## src/rtl/ybus_arbiter_if.sv

```systemverilog
// ybus_arbiter_if: bundle of all Y-side, Z-side and configuration signals of
// the two-buffer Y-bus arbiter.
//   master : arbiter view (drives YACKx, ZREQ/ZDATA/ZPARITY/ZSRC, PARITYSEL,
//            PERR, ERRCNT; samples YREQx/YDATAx/YPARITYx, ZACK, CFG, ERRCLR)
//   slave  : environment view (write buffers, consumer, configuration)
interface ybus_arbiter_if #(
   parameter int unsigned DATA_W   = 32,
   parameter int unsigned ERRCNT_W = 8
);
   logic                CFG_PARITYSEL;
   logic                PARITYSEL;
   logic                YREQ0;
   logic [DATA_W-1:0]   YDATA0;
   logic                YPARITY0;
   logic                YACK0;
   logic                YREQ1;
   logic [DATA_W-1:0]   YDATA1;
   logic                YPARITY1;
   logic                YACK1;
   logic                ZREQ;
   logic [DATA_W-1:0]   ZDATA;
   logic                ZPARITY;
   logic                ZSRC;
   logic                ZACK;
   logic                PERR;
   logic [ERRCNT_W-1:0] ERRCNT;
   logic                ERRCLR;

   modport master (
      input  CFG_PARITYSEL, YREQ0, YDATA0, YPARITY0, YREQ1, YDATA1, YPARITY1,
             ZACK, ERRCLR,
      output PARITYSEL, YACK0, YACK1, ZREQ, ZDATA, ZPARITY, ZSRC, PERR, ERRCNT
   );

   modport slave (
      output CFG_PARITYSEL, YREQ0, YDATA0, YPARITY0, YREQ1, YDATA1, YPARITY1,
             ZACK, ERRCLR,
      input  PARITYSEL, YACK0, YACK1, ZREQ, ZDATA, ZPARITY, ZSRC, PERR, ERRCNT
   );
endinterface

```

## src/rtl/ybus_arbiter.sv

```systemverilog
// ybus_arbiter: round-robin arbiter sharing one downstream Z-bus consumer
// between two write buffers using 4-phase YREQ/YACK handshakes. The granted
// word is forwarded on the Z side, its parity is checked against PARITYSEL,
// and the upstream YACK is raised only after the consumer has acknowledged.
// Ports:
//   clk  - system clock, posedge
//   rst  - asynchronous active-high reset
//   bus  - ybus_arbiter_if.master (Y side, Z side, parity config, error count)
module ybus_arbiter #(
   parameter int unsigned DATA_W   = 32,
   parameter int unsigned ERRCNT_W = 8
) (
   input logic           clk,
   input logic           rst,
   ybus_arbiter_if.master bus
);

   typedef enum logic [1:0] {
      IDLE = 2'd0,
      FWD  = 2'd1,
      RET  = 2'd2
   } state_t;

   state_t              state;
   logic                last;

   logic                sel_c;
   logic [DATA_W-1:0]   sel_data_c;
   logic                sel_par_c;
   logic                grant_c;
   logic                exp_par_c;
   logic                mismatch_c;
   logic                sel_req_c;
   logic [ERRCNT_W-1:0] cnt_base_c;
   logic [ERRCNT_W-1:0] cnt_next_c;

   // Request selection, parity check and saturating error-count update
   always_comb begin
      sel_c = 1'b0;
      if (bus.YREQ0 && bus.YREQ1) begin
         sel_c = ~last;
      end else if (bus.YREQ1) begin
         sel_c = 1'b1;
      end
      sel_data_c = sel_c ? bus.YDATA1 : bus.YDATA0;
      sel_par_c  = sel_c ? bus.YPARITY1 : bus.YPARITY0;
      // A consumer still holding ZACK in IDLE blocks any new grant
      grant_c    = (state == IDLE) && (bus.YREQ0 || bus.YREQ1) && !bus.ZACK;
      exp_par_c  = bus.PARITYSEL ? ~^sel_data_c : ^sel_data_c;
      mismatch_c = grant_c && (sel_par_c != exp_par_c);
      // Clear takes effect before the count, so clear+error yields 1
      cnt_base_c = bus.ERRCLR ? '0 : bus.ERRCNT;
      cnt_next_c = cnt_base_c;
      if (mismatch_c && (cnt_base_c != {ERRCNT_W{1'b1}})) begin
         cnt_next_c = cnt_base_c + ERRCNT_W'(1);
      end
      // Request line of the requester currently being served
      sel_req_c  = bus.ZSRC ? bus.YREQ1 : bus.YREQ0;
   end

   // Arbitration FSM with registered outputs
   always_ff @(posedge clk or posedge rst) begin
      if (rst) begin
         state         <= IDLE;
         last          <= 1'b1;
         bus.PARITYSEL <= 1'b0;
         bus.YACK0     <= 1'b0;
         bus.YACK1     <= 1'b0;
         bus.ZREQ      <= 1'b0;
         bus.ZDATA     <= '0;
         bus.ZPARITY   <= 1'b0;
         bus.ZSRC      <= 1'b0;
         bus.PERR      <= 1'b0;
         bus.ERRCNT    <= '0;
      end else begin
         bus.PERR   <= 1'b0;
         bus.ERRCNT <= cnt_next_c;
         case (state)
            IDLE: begin
               bus.PARITYSEL <= bus.CFG_PARITYSEL;
               if (grant_c) begin
                  bus.ZDATA   <= sel_data_c;
                  bus.ZPARITY <= sel_par_c;
                  bus.ZSRC    <= sel_c;
                  bus.ZREQ    <= 1'b1;
                  bus.PERR    <= mismatch_c;
                  state       <= FWD;
               end
            end
            FWD: begin
               if (bus.ZACK) begin
                  bus.ZREQ <= 1'b0;
                  if (bus.ZSRC) begin
                     bus.YACK1 <= 1'b1;
                  end else begin
                     bus.YACK0 <= 1'b1;
                  end
                  state <= RET;
               end
            end
            RET: begin
               // Both sides must have released, in any order
               if (!bus.ZACK && !sel_req_c) begin
                  bus.YACK0 <= 1'b0;
                  bus.YACK1 <= 1'b0;
                  last      <= bus.ZSRC;
                  state     <= IDLE;
               end
            end
            default: state <= IDLE;
         endcase
      end
   end

endmodule

```

## src/flat_wrapper.sv

```systemverilog
// flat-port wrapper written by rule: the top's interface ports become plain ports
module ybus_arbiter_flat 
#(
   parameter int unsigned DATA_W   = 32,
   parameter int unsigned ERRCNT_W = 8
)
  (clk, rst, bus_CFG_PARITYSEL, bus_YREQ0, bus_YDATA0, bus_YPARITY0, bus_YREQ1, bus_YDATA1, bus_YPARITY1, bus_ZACK, bus_ERRCLR, bus_PARITYSEL, bus_YACK0, bus_YACK1, bus_ZREQ, bus_ZDATA, bus_ZPARITY, bus_ZSRC, bus_PERR, bus_ERRCNT);
  ybus_arbiter_if #(.DATA_W(DATA_W), .ERRCNT_W(ERRCNT_W)) bus_i ();
  input logic clk;
  input logic rst;
  input wire logic [$bits(bus_i.CFG_PARITYSEL)-1:0] bus_CFG_PARITYSEL;
  input wire logic [$bits(bus_i.YREQ0)-1:0] bus_YREQ0;
  input wire logic [$bits(bus_i.YDATA0)-1:0] bus_YDATA0;
  input wire logic [$bits(bus_i.YPARITY0)-1:0] bus_YPARITY0;
  input wire logic [$bits(bus_i.YREQ1)-1:0] bus_YREQ1;
  input wire logic [$bits(bus_i.YDATA1)-1:0] bus_YDATA1;
  input wire logic [$bits(bus_i.YPARITY1)-1:0] bus_YPARITY1;
  input wire logic [$bits(bus_i.ZACK)-1:0] bus_ZACK;
  input wire logic [$bits(bus_i.ERRCLR)-1:0] bus_ERRCLR;
  output wire logic [$bits(bus_i.PARITYSEL)-1:0] bus_PARITYSEL;
  output wire logic [$bits(bus_i.YACK0)-1:0] bus_YACK0;
  output wire logic [$bits(bus_i.YACK1)-1:0] bus_YACK1;
  output wire logic [$bits(bus_i.ZREQ)-1:0] bus_ZREQ;
  output wire logic [$bits(bus_i.ZDATA)-1:0] bus_ZDATA;
  output wire logic [$bits(bus_i.ZPARITY)-1:0] bus_ZPARITY;
  output wire logic [$bits(bus_i.ZSRC)-1:0] bus_ZSRC;
  output wire logic [$bits(bus_i.PERR)-1:0] bus_PERR;
  output wire logic [$bits(bus_i.ERRCNT)-1:0] bus_ERRCNT;
  assign bus_i.CFG_PARITYSEL = bus_CFG_PARITYSEL;
  assign bus_i.YREQ0 = bus_YREQ0;
  assign bus_i.YDATA0 = bus_YDATA0;
  assign bus_i.YPARITY0 = bus_YPARITY0;
  assign bus_i.YREQ1 = bus_YREQ1;
  assign bus_i.YDATA1 = bus_YDATA1;
  assign bus_i.YPARITY1 = bus_YPARITY1;
  assign bus_i.ZACK = bus_ZACK;
  assign bus_i.ERRCLR = bus_ERRCLR;
  assign bus_PARITYSEL = bus_i.PARITYSEL;
  assign bus_YACK0 = bus_i.YACK0;
  assign bus_YACK1 = bus_i.YACK1;
  assign bus_ZREQ = bus_i.ZREQ;
  assign bus_ZDATA = bus_i.ZDATA;
  assign bus_ZPARITY = bus_i.ZPARITY;
  assign bus_ZSRC = bus_i.ZSRC;
  assign bus_PERR = bus_i.PERR;
  assign bus_ERRCNT = bus_i.ERRCNT;
  ybus_arbiter #(.DATA_W(DATA_W), .ERRCNT_W(ERRCNT_W)) u_core (.clk(clk), .rst(rst), .bus(bus_i));
endmodule
```

## config.mk

```make
export PLATFORM = sky130hd
export DESIGN_NAME = ybus_arbiter_flat
export DESIGN_NICKNAME = d
export VERILOG_FILES = /design/src/rtl/ybus_arbiter_if.sv /design/src/rtl/ybus_arbiter.sv /design/src/flat_wrapper.sv
export SDC_FILE = /design/constraint.sdc
export NUM_CORES = 1
export LEC_CHECK = 0
export CORE_MARGIN = 5
export CORE_UTILIZATION = 47
export CTS_CLUSTER_DIAMETER = 120
export DETAILED_ROUTE_END_ITERATION = 8
export GPL_ROUTABILITY_DRIVEN = 1
export PLACE_DENSITY = 0.87
export SYNTH_ARGS = -nofsm -noshare
export SYNTH_HDL_FRONTEND = slang
export SYNTH_SLANG_ARGS = --single-unit
```

## constraint.sdc

```tcl
create_clock -name clk -period 7.8 [get_ports clk]
set_input_delay 2.34 -clock clk [delete_from_list [all_inputs] [get_ports clk]]
set_output_delay 2.34 -clock clk [all_outputs]
set_load 0.01 [all_outputs]
```

# ---- Word-level counts from Yosys, hierarchy flattened
# Cells that the tools add are included.
dict set report totals {
  reg_bits 50
  in_bits 73
}
dict set report op_classes {
  addsub 1
  eq_ne 9
  mux 24
  bitwise_logic 1
  reduce_logical 20
}
# cell count
set op_table {}
lappend op_table {{two-way mux 32 bit} 1}
lappend op_table {{XNOR reduction 32 bit} 1}
lappend op_table {{XOR reduction 32 bit} 1}
lappend op_table {{two-way mux 8 bit} 2}
lappend op_table {{two-way mux 1 bit} 14}
lappend op_table {{adder 8 x 1 -> 8 bit, second input constant} 1}
lappend op_table {{!= test 8 bit, second input constant} 1}
lappend op_table {{AND reduction 4 bit} 2}
lappend op_table {{logical AND 1 bit} 6}
lappend op_table {{two-way mux 2 bit} 3}
lappend op_table {{!= test 2 x 1 -> 1 bit, second input constant} 3}
lappend op_table {{case mux 1 bit (2 select lines)} 3}
lappend op_table {{case mux 2 bit (3 select lines)} 1}
lappend op_table {{AND reduction 3 bit} 2}
lappend op_table {{!= test 2 bit, second input constant} 2}
lappend op_table {{AND reduction 2 bit} 2}
lappend op_table {{nonzero test 2 bit} 2}
lappend op_table {{equality test 2 x 1 -> 1 bit, second input constant} 1}
lappend op_table {{equality test 2 bit, second input constant} 1}
lappend op_table {{zero test 1 bit} 2}
lappend op_table {{zero test 2 bit} 1}
lappend op_table {{logical OR 1 bit} 1}
lappend op_table {{!= test 1 bit} 1}
lappend op_table {{inverter 1 bit} 1}

# ---- Logic depth before layout (Yosys ltp)
# Gate-level depths: netlist of run 1.
dict set report logic_depth {
  word_depth 9
  depth_mapped 9
  ltp_nobuf 8
}

# ---- Worst setup path after synthesis of run 1
# Ideal clock, no wire load.
dict set report synth_path {
  path_type {input to register}
  from {input port bus_YDATA0[22]}
  to {register u_core.bus.ERRCNT[7]}
  setup_ps 78
  arrival_ps 4421
  t_required_ps 7722
  slack_ps 3301
  path_stages 9
  n_path_buf 1
  path_cell_list {xnor3_1 -> xnor3_1 -> mux2i_1 -> xnor2_1 -> xnor3_1 -> xnor2_1 -> buf_6 -> or4_1 -> a21oi_1}
}
dict set report synth_via {
  elab_chain_cells 7
  word_cells_on_any_way 8
  cone_classes {eq/ne: 1; mux: 3; reduce/logical: 4}
}
# item line_no
set synth_lines {}
lappend synth_lines {{from (decl)} flat_wrapper.sv:13} ;# input wire logic [$bits(bus_i.YDATA0)-1:0] bus_YDATA0;
lappend synth_lines {{two-way mux 32 bit *} ybus_arbiter.sv:45} ;# sel_data_c = sel_c ? bus.YDATA1 : bus.YDATA0;
lappend synth_lines {{XOR reduction 32 bit / XNOR reduction 32 bit (equally long branches)} ybus_arbiter.sv:49} ;# exp_par_c = bus.PARITYSEL ? ~^sel_data_c : ^sel_data_c;
lappend synth_lines {{two-way mux 1 bit *} ybus_arbiter.sv:49}
lappend synth_lines {{!= test 1 bit *} ybus_arbiter.sv:50} ;# mismatch_c = grant_c && (sel_par_c != exp_par_c);
lappend synth_lines {{logical AND 1 bit *} ybus_arbiter.sv:50}
lappend synth_lines {{logical AND 1 bit *} ybus_arbiter.sv:54} ;# if (mismatch_c && (cnt_base_c != {ERRCNT_W{1'b1}})) begin
lappend synth_lines {{two-way mux 8 bit *} ybus_arbiter.sv:54}
lappend synth_lines {{named net u_core.cnt_next_c[7]} ybus_arbiter.sv:35} ;# logic [ERRCNT_W-1:0] cnt_next_c;
lappend synth_lines {{to (signal assigned)} ybus_arbiter.sv:77} ;# bus.ERRCNT <= cnt_next_c;
lappend synth_lines {{to (decl)} ybus_arbiter_if.sv:32} ;# output PARITYSEL, YACK0, YACK1, ZREQ, ZDATA, ZPARITY, ZSRC, PERR, ERRCNT
# Mark *: on every way through the listed nets, which the timed path passes. The rest lies on a longest branch.
# A chain may end at the register's enable or synchronous reset.

# ---- Final worst setup path of run 1
dict set report layout_path {
  from {input port bus_YREQ0}
  to {register u_core.bus.ERRCNT[1]}
}
dict set report layout_via {
  elab_chain_cells 9
  word_cells_on_any_way 14
  cone_classes {eq/ne: 1; mux: 5; reduce/logical: 8}
}
# item line_no
set layout_lines {}
lappend layout_lines {{from (decl)} flat_wrapper.sv:12} ;# input wire logic [$bits(bus_i.YREQ0)-1:0] bus_YREQ0;
lappend layout_lines {{logical AND 1 bit} ybus_arbiter.sv:40} ;# if (bus.YREQ0 && bus.YREQ1) begin
lappend layout_lines {{two-way mux 1 bit} ybus_arbiter.sv:40}
lappend layout_lines {{two-way mux 32 bit} ybus_arbiter.sv:45}
lappend layout_lines {{XOR reduction 32 bit / XNOR reduction 32 bit (equally long branches)} ybus_arbiter.sv:49}
lappend layout_lines {{two-way mux 1 bit} ybus_arbiter.sv:49}
lappend layout_lines {{!= test 1 bit} ybus_arbiter.sv:50}
lappend layout_lines {{logical AND 1 bit *} ybus_arbiter.sv:50}
lappend layout_lines {{logical AND 1 bit *} ybus_arbiter.sv:54}
lappend layout_lines {{two-way mux 8 bit *} ybus_arbiter.sv:54}
lappend layout_lines {{named net u_core.cnt_next_c[1]} ybus_arbiter.sv:35}
# Marks and branches as above.

==> impl_results.html, run 1 <==
<table>
<tr><th>Metric</th><th>Value</th></tr>
<tr><th colspan="2">Run status</th></tr>
<tr><td>Run status</td><td>finished clean</td></tr>
<tr><th colspan="2">Run</th></tr>
<tr><td>Max-capacitance violation count</td><td>0</td></tr>
<tr><th colspan="2">Timing</th></tr>
<tr><td>Number of pins with negative max-slew slack in the final report</td><td>0</td></tr>
<tr><td>Worst slew pin tran</td><td>1030 ps</td></tr>
<tr><td>Number of hold violations in the final report</td><td>0</td></tr>
<tr><td>Minimum clock period after layout</td><td>5310 ps</td></tr>
<tr><td>Worst-case headroom to the max-slew limit</td><td>31.1%</td></tr>
<tr><td>Setup repair after global routing missed its margin</td><td>false</td></tr>
<tr><td>Worst hold slack across all endpoints</td><td>503 ps</td></tr>
<tr><td>Setup violation total in the final timing report</td><td>0</td></tr>
<tr><td>Setup TNS after final layout</td><td>0 ps</td></tr>
<tr><td>Clk_skew</td><td>7.75 ps</td></tr>
<tr><td>Portion of the clock cycle consumed by the worst path in the final layout</td><td>68.1%</td></tr>
<tr><td>Achievable clock frequency</td><td>0.188 GHz</td></tr>
<tr><th colspan="2">Route</th></tr>
<tr><td>Via count normalized by instance count</td><td>5.26</td></tr>
<tr><td>DR pass1 iterations</td><td>4</td></tr>
<tr><td>Starting DRC count in detailed routing</td><td>117</td></tr>
<tr><td>Routed Antenna Nets</td><td>0</td></tr>
<tr><td>Routed Wire Length</td><td>8030 um</td></tr>
<tr><td>Number of remaining DRC errors</td><td>0</td></tr>
<tr><td>Number of vias after detailed routing</td><td>2705</td></tr>
<tr><td>Final routed wire length divided by cell count</td><td>15.6 um</td></tr>
<tr><th colspan="2">Floorplan</th></tr>
<tr><td>Count of boundary I/O pins</td><td>120</td></tr>
<tr><td>Die Outline Area</td><td>0.00788 sq mm</td></tr>
<tr><td>Vert. Die Dim</td><td>88.8 um</td></tr>
<tr><td>Core Footprint</td><td>0.00599 sq mm</td></tr>
<tr><td>Initial core utilization</td><td>48.7%</td></tr>
<tr><td>Width of the chip</td><td>88.8 um</td></tr>
<tr><td>Number of placement rows</td><td>28</td></tr>
<tr><th colspan="2">Clocking</th></tr>
<tr><td>Clock Latency Late Sink</td><td>300 ps</td></tr>
<tr><td>Maximum buffer depth of the clock tree</td><td>2</td></tr>
<tr><td>Number of buffers created by CTS</td><td>5</td></tr>
<tr><td>CTS tree</td><td>yes</td></tr>
<tr><td>Total of hold buffers inserted after clock tree synthesis</td><td>0</td></tr>
<tr><td>Setup bufs post-CTS</td><td>0</td></tr>
<tr><td>Clock-pin slew on the worst setup and hold paths</td><td>90 ps</td></tr>
<tr><td>Root Buffer</td><td>clkbuf_8</td></tr>
<tr><td>Number of levels the H-tree was split into</td><td>2</td></tr>
<tr><td>Resized cells post-CTS</td><td>0</td></tr>
<tr><td>Count of clock tree sinks</td><td>50</td></tr>
<tr><th colspan="2">Power and ir drop</th></tr>
<tr><td>Leakage power total</td><td>1.72 nW</td></tr>
<tr><td>Final total power</td><td>0.00118 W</td></tr>
<tr><td>Power Dens Cells</td><td>278 mW/mm^2</td></tr>
<tr><td>Worst vdd ir</td><td>210 uV</td></tr>
<tr><th colspan="2">Critical path</th></tr>
<tr><td>Worst EP required</td><td>7990 ps</td></tr>
<tr><td>Nature of the critical path endpoint</td><td>flip-flop</td></tr>
<tr><td>Type of the worst setup path</td><td>in -&gt; reg</td></tr>
<tr><td>Startpoint type of the worst setup path</td><td>primary input</td></tr>
<tr><td>Critical path data arrival time</td><td>5500 ps</td></tr>
<tr><td>Highest net fanout along the worst path</td><td>18</td></tr>
<tr><th colspan="2">Cells and area</th></tr>
<tr><td>Number of standard cells in the final layout excluding fillers</td><td>514</td></tr>
<tr><td>Count of antenna diodes in the layout</td><td>0</td></tr>
<tr><td>Share of final-layout standard cells stronger than drive strength 1</td><td>3.64%</td></tr>
<tr><td>Post-layout nets</td><td>512</td></tr>
<tr><td>Total of fill cells in the finished design</td><td>466</td></tr>
<tr><td>Final core utilization</td><td>71.0%</td></tr>
<tr><td>Layout Area Growth over Synthesis</td><td>45.8%</td></tr>
<tr><th colspan="2">Synth</th></tr>
<tr><td>Synthesized area divided by synthesized cell count</td><td>8.98 sq um</td></tr>
<tr><td>Number of enable-type register cells in the synthesized netlist</td><td>0</td></tr>
<tr><td>Main flop type after synthesis</td><td>dfrtp_1</td></tr>
<tr><td>Synthesized flop and latch total</td><td>50</td></tr>
<tr><td>Gate count of the mapped netlist</td><td>325</td></tr>
<tr><td>Sequential fraction of the synthesis area</td><td>42.9%</td></tr>
<tr><td>Synth Warn #</td><td>0</td></tr>
<tr><td>Cell variety after synth</td><td>33</td></tr>
<tr><td>Proportion of register bits with asynchronous set or reset after synthesis</td><td>100%</td></tr>
<tr><td>Number of nets produced by synthesis</td><td>399</td></tr>
<tr><td>Synth Cell Area</td><td>0.00292 sq mm</td></tr>
<tr><th colspan="2">Placement</th></tr>
<tr><td>Quantity of I/O buffers inserted on ports</td><td>119</td></tr>
<tr><td>Number of cells after detailed placement</td><td>506</td></tr>
<tr><td>Dpl hpwl</td><td>6170 um</td></tr>
<tr><td>Final weighted congestion of routability-driven global placement</td><td>0.817</td></tr>
<tr><th colspan="2">Global route</th></tr>
<tr><td>Total overflow reported by the global router</td><td>0</td></tr>
<tr><td>GRT Resource Usage Total</td><td>21.2%</td></tr>
<tr><td>First-pass GRT wire length</td><td>12900 um</td></tr>
<tr><td>Initial antenna violation count</td><td>0</td></tr>
<tr><td>Pin count of the biggest net entering global routing</td><td>74</td></tr>
<tr><td>Vias in the first global route</td><td>2815</td></tr>
<tr><th colspan="2">Hold path</th></tr>
<tr><td>Type of the tightest min-delay check</td><td>reg -&gt; reg</td></tr>
</table>
layout make-up:
class                      instances  area [sq um]  area share [%]
sequential                        50          1250            29.4
inverter                           2          7.51           0.176
clock inverter                     1          5.00           0.118
tap                               75          93.8            2.21
clock buffer                       7          86.3            2.03
multi-input combinational        257          1600            37.5
timing repair buffer             122          1210            28.5
flip-flops by register name, indices dropped and copies added (netlist names):
name and flops:
u_core.bus.ERRCNT 8, u_core.bus.YACK1 1, u_core.bus.ZSRC 1, u_core.bus.PARITYSEL 1, u_core.bus.ZDATA 32, u_core.bus.ZREQ 1
u_core.last 1, u_core.bus.ZPARITY 1, u_core.bus.PERR 1, u_core.state 2, u_core.bus.YACK0 1
report_power, final:
group          internal, W  total [W]  switching (W)
combinational     0.000330   0.000602       0.000273
sequential        0.000359   0.000420      0.0000618
clock            0.0000718   0.000158      0.0000866
cells in the final DEF (no fill, tap or decap), types with 2 or more instances in the layout:
cell	instances
dfrtp_1	49
nand3_1	5
clkdlybuf4s50_1	119
nand3b_1	2
xnor3_1	7
xor2_1	4
a31oi_1	33
nand4_1	2
nand2b_1	3
xnor2_1	47
o21ai_0	6
a21oi_1	3
and2_1	2
buf_4	3
mux2_2	3
nor2_1	41
mux2i_1	4
nand2_1	76
clkbuf_8	6
nor2b_1	3
or4_1	3
nor3_1	3
final timing paths:
check	slack [ps]	to	startpoint	cells past startpoint
min in group asynchronous	2600	u_core.bus.YACK0$_DFFE_PP0P_	rst	2
max	2490	u_core.bus.ERRCNT[1]$_DFF_PP0_	bus_YREQ0	9
max in group asynchronous	4560	u_core.bus.ZDATA[29]$_DFFE_PP0P_	rst	2
min reg2reg	500	u_core.bus.YACK1$_DFFE_PP0P_	u_core.bus.YACK1$_DFFE_PP0P_	2
max reg2reg	4520	u_core.bus.ERRCNT[1]$_DFF_PP0_	u_core.last$_DFFE_PP1P_	8
min	500	u_core.bus.YACK1$_DFFE_PP0P_	u_core.bus.YACK1$_DFFE_PP0P_	2
kinds of logic after synthesis:
| kind of cell | share of synthesized area [%] |
|---|---|
| xor+xnor | 20.7 |
| flops | 42.9 |
| simple gates | 21.4 |
| mux | 2.53 |
| fa+ha+maj | 0.429 |
| compound gates | 9.39 |
| buf+inv | 2.57 |
per-stage QoR:
step	worst slack (ps)	cell area, sq um
final	2490	4260
after global routing	2160	4260
after CTS	2490	4260
after detailed placement	2170	4160
after global placement	2280	4160
after floorplan	3300	2920
layer usage:
layer	GRT usage, %	share of wire, %	vias up
met5	0	0	-
met4	4.81	1.1	0
met3	8.47	10	9
met2	37.4	51	101
met1	24.0	38	1275
li1	-	-	1320
cell usage after synthesis, drive strengths merged (4+ instances only):
| cell type | n | area, sq um |
|---|---|---|
| a31oi | 33 | 206 |
| clkbuf | 14 | 52.6 |
| dfrtp | 49 | 1230 |
| mux2i | 4 | 40.0 |
| nand2 | 76 | 285 |
| nand3 | 5 | 25.0 |
| nor2 | 41 | 154 |
| o21ai | 6 | 30.0 |
| xnor2 | 47 | 412 |
| xnor3 | 7 | 158 |
| xor2 | 4 | 35.0 |
critical path: stages:
cell             delay (ps)
clkdlybuf4s50_1         520
nand2_1                  80
nand2_1                 500
mux2i_1                 310
xnor2_1                 210
xnor3_1                 380
xnor2_1                 580
nand2b_1                240
mux2_2                  350
No activity file was read; power rests on OpenSTA's default activity.
==> run 2: changes to the inputs <==
- CORE_UTILIZATION: 47 -> 39
- PLACE_DENSITY: 0.87 -> 0.77
- clock period: 7.8 -> 4.3 ns (I/O delays scaled with it)
==> run 2 against run 1 <==
Against the previous run:
- non-clock buffer count up 5
- power is 83% higher
- clock skew about the same
- critical endpoint is now u_core.bus.ERRCNT[7]$_DFF_PP0_
- largest power group unchanged
==> impl_results.html, run 2 (synthesis results as in run 1) <==
<table>
<tr><th>Metric</th><th>Value</th></tr>
<tr><th colspan="2">Floorplan</th></tr>
<tr><td>Core Footprint</td><td>0.00725 sq mm (+21%)</td></tr>
<tr><td>Initial core utilization</td><td>40.2% (-8.5 points)</td></tr>
<tr><td>Vert. Die Dim</td><td>96.5 um (+8.7%)</td></tr>
<tr><td>Die Outline Area</td><td>0.00931 sq mm (+18%)</td></tr>
<tr><td>Width of the chip</td><td>96.5 um (+8.7%)</td></tr>
<tr><td>Count of boundary I/O pins</td><td>120 (unchanged)</td></tr>
<tr><td>Number of placement rows</td><td>31 (+11%)</td></tr>
<tr><th colspan="2">Critical path</th></tr>
<tr><td>Critical path data arrival time</td><td>4160 ps (-1340 ps)</td></tr>
<tr><td>Highest net fanout along the worst path</td><td>9 (-9)</td></tr>
<tr><td>Nature of the critical path endpoint</td><td>flip-flop</td></tr>
<tr><td>Type of the worst setup path</td><td>in -&gt; reg</td></tr>
<tr><td>Reg2Reg Capture Point</td><td>u_core.bus.ERRCNT[7]$_DFF_PP0_</td></tr>
<tr><td>Startpoint type of the worst setup path</td><td>primary input</td></tr>
<tr><td>Launch instance of the worst register-to-register path</td><td>u_core.last$_DFFE_PP1P_</td></tr>
<tr><td>Worst EP required</td><td>4520 ps (-3470 ps)</td></tr>
<tr><td>Worst reg2reg path depth</td><td>9 (+1)</td></tr>
<tr><td>Reg-to-reg slack, setup</td><td>1570 ps (-2950 ps)</td></tr>
<tr><th colspan="2">Hold path</th></tr>
<tr><td>WHS Path Cells</td><td>2 (unchanged)</td></tr>
<tr><td>Origin of the worst min-delay path</td><td>u_core.bus.YACK0$_DFFE_PP0P_</td></tr>
<tr><td>Type of the tightest min-delay check</td><td>reg -&gt; reg</td></tr>
<tr><td>Worst hold path endpoint</td><td>u_core.bus.YACK0$_DFFE_PP0P_</td></tr>
<tr><th colspan="2">Global route</th></tr>
<tr><td>Pin count of the biggest net entering global routing</td><td>50 (-32%)</td></tr>
<tr><td>Total overflow reported by the global router</td><td>0 (unchanged)</td></tr>
<tr><td>GRT Resource Usage Total</td><td>18.7% (-2.4 points)</td></tr>
<tr><td>First-pass GRT wire length</td><td>13700 um (+5.7%)</td></tr>
<tr><td>Vias in the first global route</td><td>2839 (+0.85%)</td></tr>
<tr><td>Initial antenna violation count</td><td>0 (unchanged)</td></tr>
<tr><th colspan="2">Power and ir drop</th></tr>
<tr><td>Switching power</td><td>0.000771 W (+83%)</td></tr>
<tr><td>Gate power share</td><td>52.6% (+1.6 points)</td></tr>
<tr><td>Leakage power total</td><td>1.74 nW (+0.90%)</td></tr>
<tr><td>Int Power</td><td>0.00140 W (+84%)</td></tr>
<tr><td>Sequential share of power</td><td>35.1% (-0.5 points)</td></tr>
<tr><td>Power Dens Cells</td><td>503 mW/mm^2 (+81%)</td></tr>
<tr><td>Clock network fraction of design power</td><td>12.3% (-1.1 points)</td></tr>
<tr><td>Switching portion of total power</td><td>35.6% (-0.11 points)</td></tr>
<tr><td>Worst vdd ir</td><td>304 uV (+45%)</td></tr>
<tr><th colspan="2">Clocking</th></tr>
<tr><td>Resized cells post-CTS</td><td>0 (unchanged)</td></tr>
<tr><td>Count of clock tree sinks</td><td>50 (unchanged)</td></tr>
<tr><td>Clock Latency Late Sink</td><td>300 ps (about the same)</td></tr>
<tr><td>Number of buffers created by CTS</td><td>5 (unchanged)</td></tr>
<tr><td>Number of levels the H-tree was split into</td><td>2 (unchanged)</td></tr>
<tr><td>Setup bufs post-CTS</td><td>0 (unchanged)</td></tr>
<tr><td>Total of hold buffers inserted after clock tree synthesis</td><td>0 (unchanged)</td></tr>
<tr><td>CTS tree</td><td>yes</td></tr>
<tr><td>Maximum buffer depth of the clock tree</td><td>2 (unchanged)</td></tr>
<tr><td>Clock-pin slew on the worst setup and hold paths</td><td>90 ps (about the same)</td></tr>
<tr><td>Root Buffer</td><td>clkbuf_8</td></tr>
<tr><th colspan="2">Route</th></tr>
<tr><td>Via count normalized by instance count</td><td>4.97 (-5.6%)</td></tr>
<tr><td>Number of remaining DRC errors</td><td>0 (unchanged)</td></tr>
<tr><td>Routed wl met2</td><td>4140 um (+2.0%)</td></tr>
<tr><td>Final routed wire length divided by cell count</td><td>15.1 um (-3.0%)</td></tr>
<tr><td>Post-route met1 wirelength</td><td>3440 um (+12%)</td></tr>
<tr><td>DR pass1 iterations</td><td>4 (unchanged)</td></tr>
<tr><td>Top routing layer in use</td><td>met4</td></tr>
<tr><td>Routed Antenna Nets</td><td>0 (unchanged)</td></tr>
<tr><td>Number of vias after detailed routing</td><td>2699 (-0.22%)</td></tr>
<tr><td>Starting DRC count in detailed routing</td><td>89 (-24%)</td></tr>
<tr><td>Routed Wire Length</td><td>8230 um (+2.5%)</td></tr>
<tr><td>WL met3</td><td>554 um (-31%)</td></tr>
<tr><th colspan="2">Timing</th></tr>
<tr><td>Setup TNS after final layout</td><td>0 ps (unchanged)</td></tr>
<tr><td>Minimum clock period after layout</td><td>3940 ps</td></tr>
<tr><td>Worst-case headroom to the max-slew limit</td><td>66.8% (+36 points)</td></tr>
<tr><td>Setup repair after global routing missed its margin</td><td>false</td></tr>
<tr><td>Number of hold violations in the final report</td><td>0 (unchanged)</td></tr>
<tr><td>Portion of the clock cycle consumed by the worst path in the final layout</td><td>91.6%</td></tr>
<tr><td>Setup violation total in the final timing report</td><td>0 (unchanged)</td></tr>
<tr><td>Number of pins with negative max-slew slack in the final report</td><td>0 (unchanged)</td></tr>
<tr><td>Worst hold slack across all endpoints</td><td>489 ps (-13.9 ps)</td></tr>
<tr><td>Clk_skew</td><td>7.42 ps (-0.330 ps)</td></tr>
<tr><td>Achievable clock frequency</td><td>0.254 GHz</td></tr>
<tr><td>Worst slew pin tran</td><td>493 ps (-539 ps)</td></tr>
<tr><th colspan="2">Cells and area</th></tr>
<tr><td>Count of antenna diodes in the layout</td><td>0 (unchanged)</td></tr>
<tr><td>Top flop regs</td><td>u_core.bus.ZDATA: 32 flops, u_core.bus.ERRCNT: 8 flops, u_core.state: 2 flops</td></tr>
<tr><td>Commonest non-fill, non-tap cells in the layout</td><td>clkdlybuf4s50_1 (119), nand2_1 (76), dfrtp_1 (49)</td></tr>
<tr><td>Leading cell type in the layout, fill and taps excluded</td><td>clkdlybuf4s50_1</td></tr>
<tr><td>Largest register FFs</td><td>32 (unchanged)</td></tr>
<tr><td>Finished layout cell area</td><td>0.00431 sq mm (+1.3%)</td></tr>
<tr><td>Layout Area Growth over Synthesis</td><td>47.8%</td></tr>
<tr><td>Post-layout nets</td><td>517 (+0.98%)</td></tr>
<tr><td>Share of final-layout standard cells stronger than drive strength 1</td><td>4.28% (+0.63 points)</td></tr>
<tr><td>Most flops, register</td><td>u_core.bus.ZDATA</td></tr>
<tr><th colspan="2">Placement</th></tr>
<tr><td>Dpl hpwl</td><td>6450 um (+4.5%)</td></tr>
<tr><td>Quantity of I/O buffers inserted on ports</td><td>119 (unchanged)</td></tr>
<tr><td>Placed cell areas</td><td>0.00423 sq mm (+1.6%)</td></tr>
<tr><td>Final weighted congestion of routability-driven global placement</td><td>0.880 (+7.7%)</td></tr>
<tr><th colspan="2">Run status</th></tr>
<tr><td>Run status</td><td>finished clean</td></tr>
<tr><th colspan="2">Run</th></tr>
<tr><td>Max-capacitance violation count</td><td>0 (unchanged)</td></tr>
</table>
## run 2: changes by cell type in the layout (fill, tap and decap cells not counted), sizes merged
| cell | before | now |
|---|---|---|
| buf | 3 | 8 |
| clkbuf | 7 | 8 |
| clkinv | 1 | 0 |
## run 2: routing by layer
metal	global-route usage, %	up-vias
li1	-	1323
met1	24.0	1275
met4	4.79	0
met3	4.57	7
met2	31.7	94
met5	0	-
## run 2: power groups by stage
stage	clock network [W]	registers (W)	logic (W)
6_report	0.000268	0.000761	0.00114
5_1_grt	0.000299	0.000787	0.00124
4_1_cts	0.000276	0.000761	0.00115
3_5_place_dp	0	0.000766	0.00115
3_3_place_gp	0	0.000761	0.00112
2_1_floorplan	0	0.000834	0.000530
## run 2: layout make-up
class,count,area (sq um)
timing repair buffer,127,1250
inverter,2,7.51
sequential,50,1250
fill,673,2940
tap,99,124
clock buffer,8,80.1
multi-input combinational,257,1600
## run 2: worst max path at each step
| stage | start | endpoint | slack, ps | depth (start not counted) |
|---|---|---|---|---|
| after floorplan | bus_YDATA0[22] | u_core.bus.ERRCNT[7]$_DFF_PP0_ | 850 | 9 |
| after global placement | bus_YDATA0[22] | u_core.bus.ERRCNT[7]$_DFF_PP0_ | 90 | 10 |
| after detailed placement | bus_YDATA0[12] | u_core.bus.ERRCNT[7]$_DFF_PP0_ | 30 | 10 |
| after CTS | bus_YDATA0[12] | u_core.bus.ERRCNT[7]$_DFF_PP0_ | 350 | 10 |
| after global routing | bus_YDATA0[14] | u_core.bus.ERRCNT[7]$_DFF_PP0_ | 180 | 10 |
| final | bus_YDATA0[14] | u_core.bus.ERRCNT[7]$_DFF_PP0_ | 360 | 10 |
## run 2: worst max-delay path: stages
cell and delay [ps]:
clkdlybuf4s50_1 490, xor2_1 190, xnor3_1 440, mux2i_1 180, xnor2_1 210, xnor3_1 390
xnor2_1 160, buf_4 180, or4_1 500, a21oi_1 130
## run 2: per-stage QoR
step	worst slack (ps)	total power, W	util [%]	std cells
2_1_floorplan	851	0.00136	-	325
6_report	362	0.00217	59.4	543
4_1_cts	350	0.00219	59.4	543
5_1_grt	179	0.00233	59.4	543
3_3_place_gp	93.0	0.00188	58.3	535
3_5_place_dp	29.0	0.00192	58.3	535
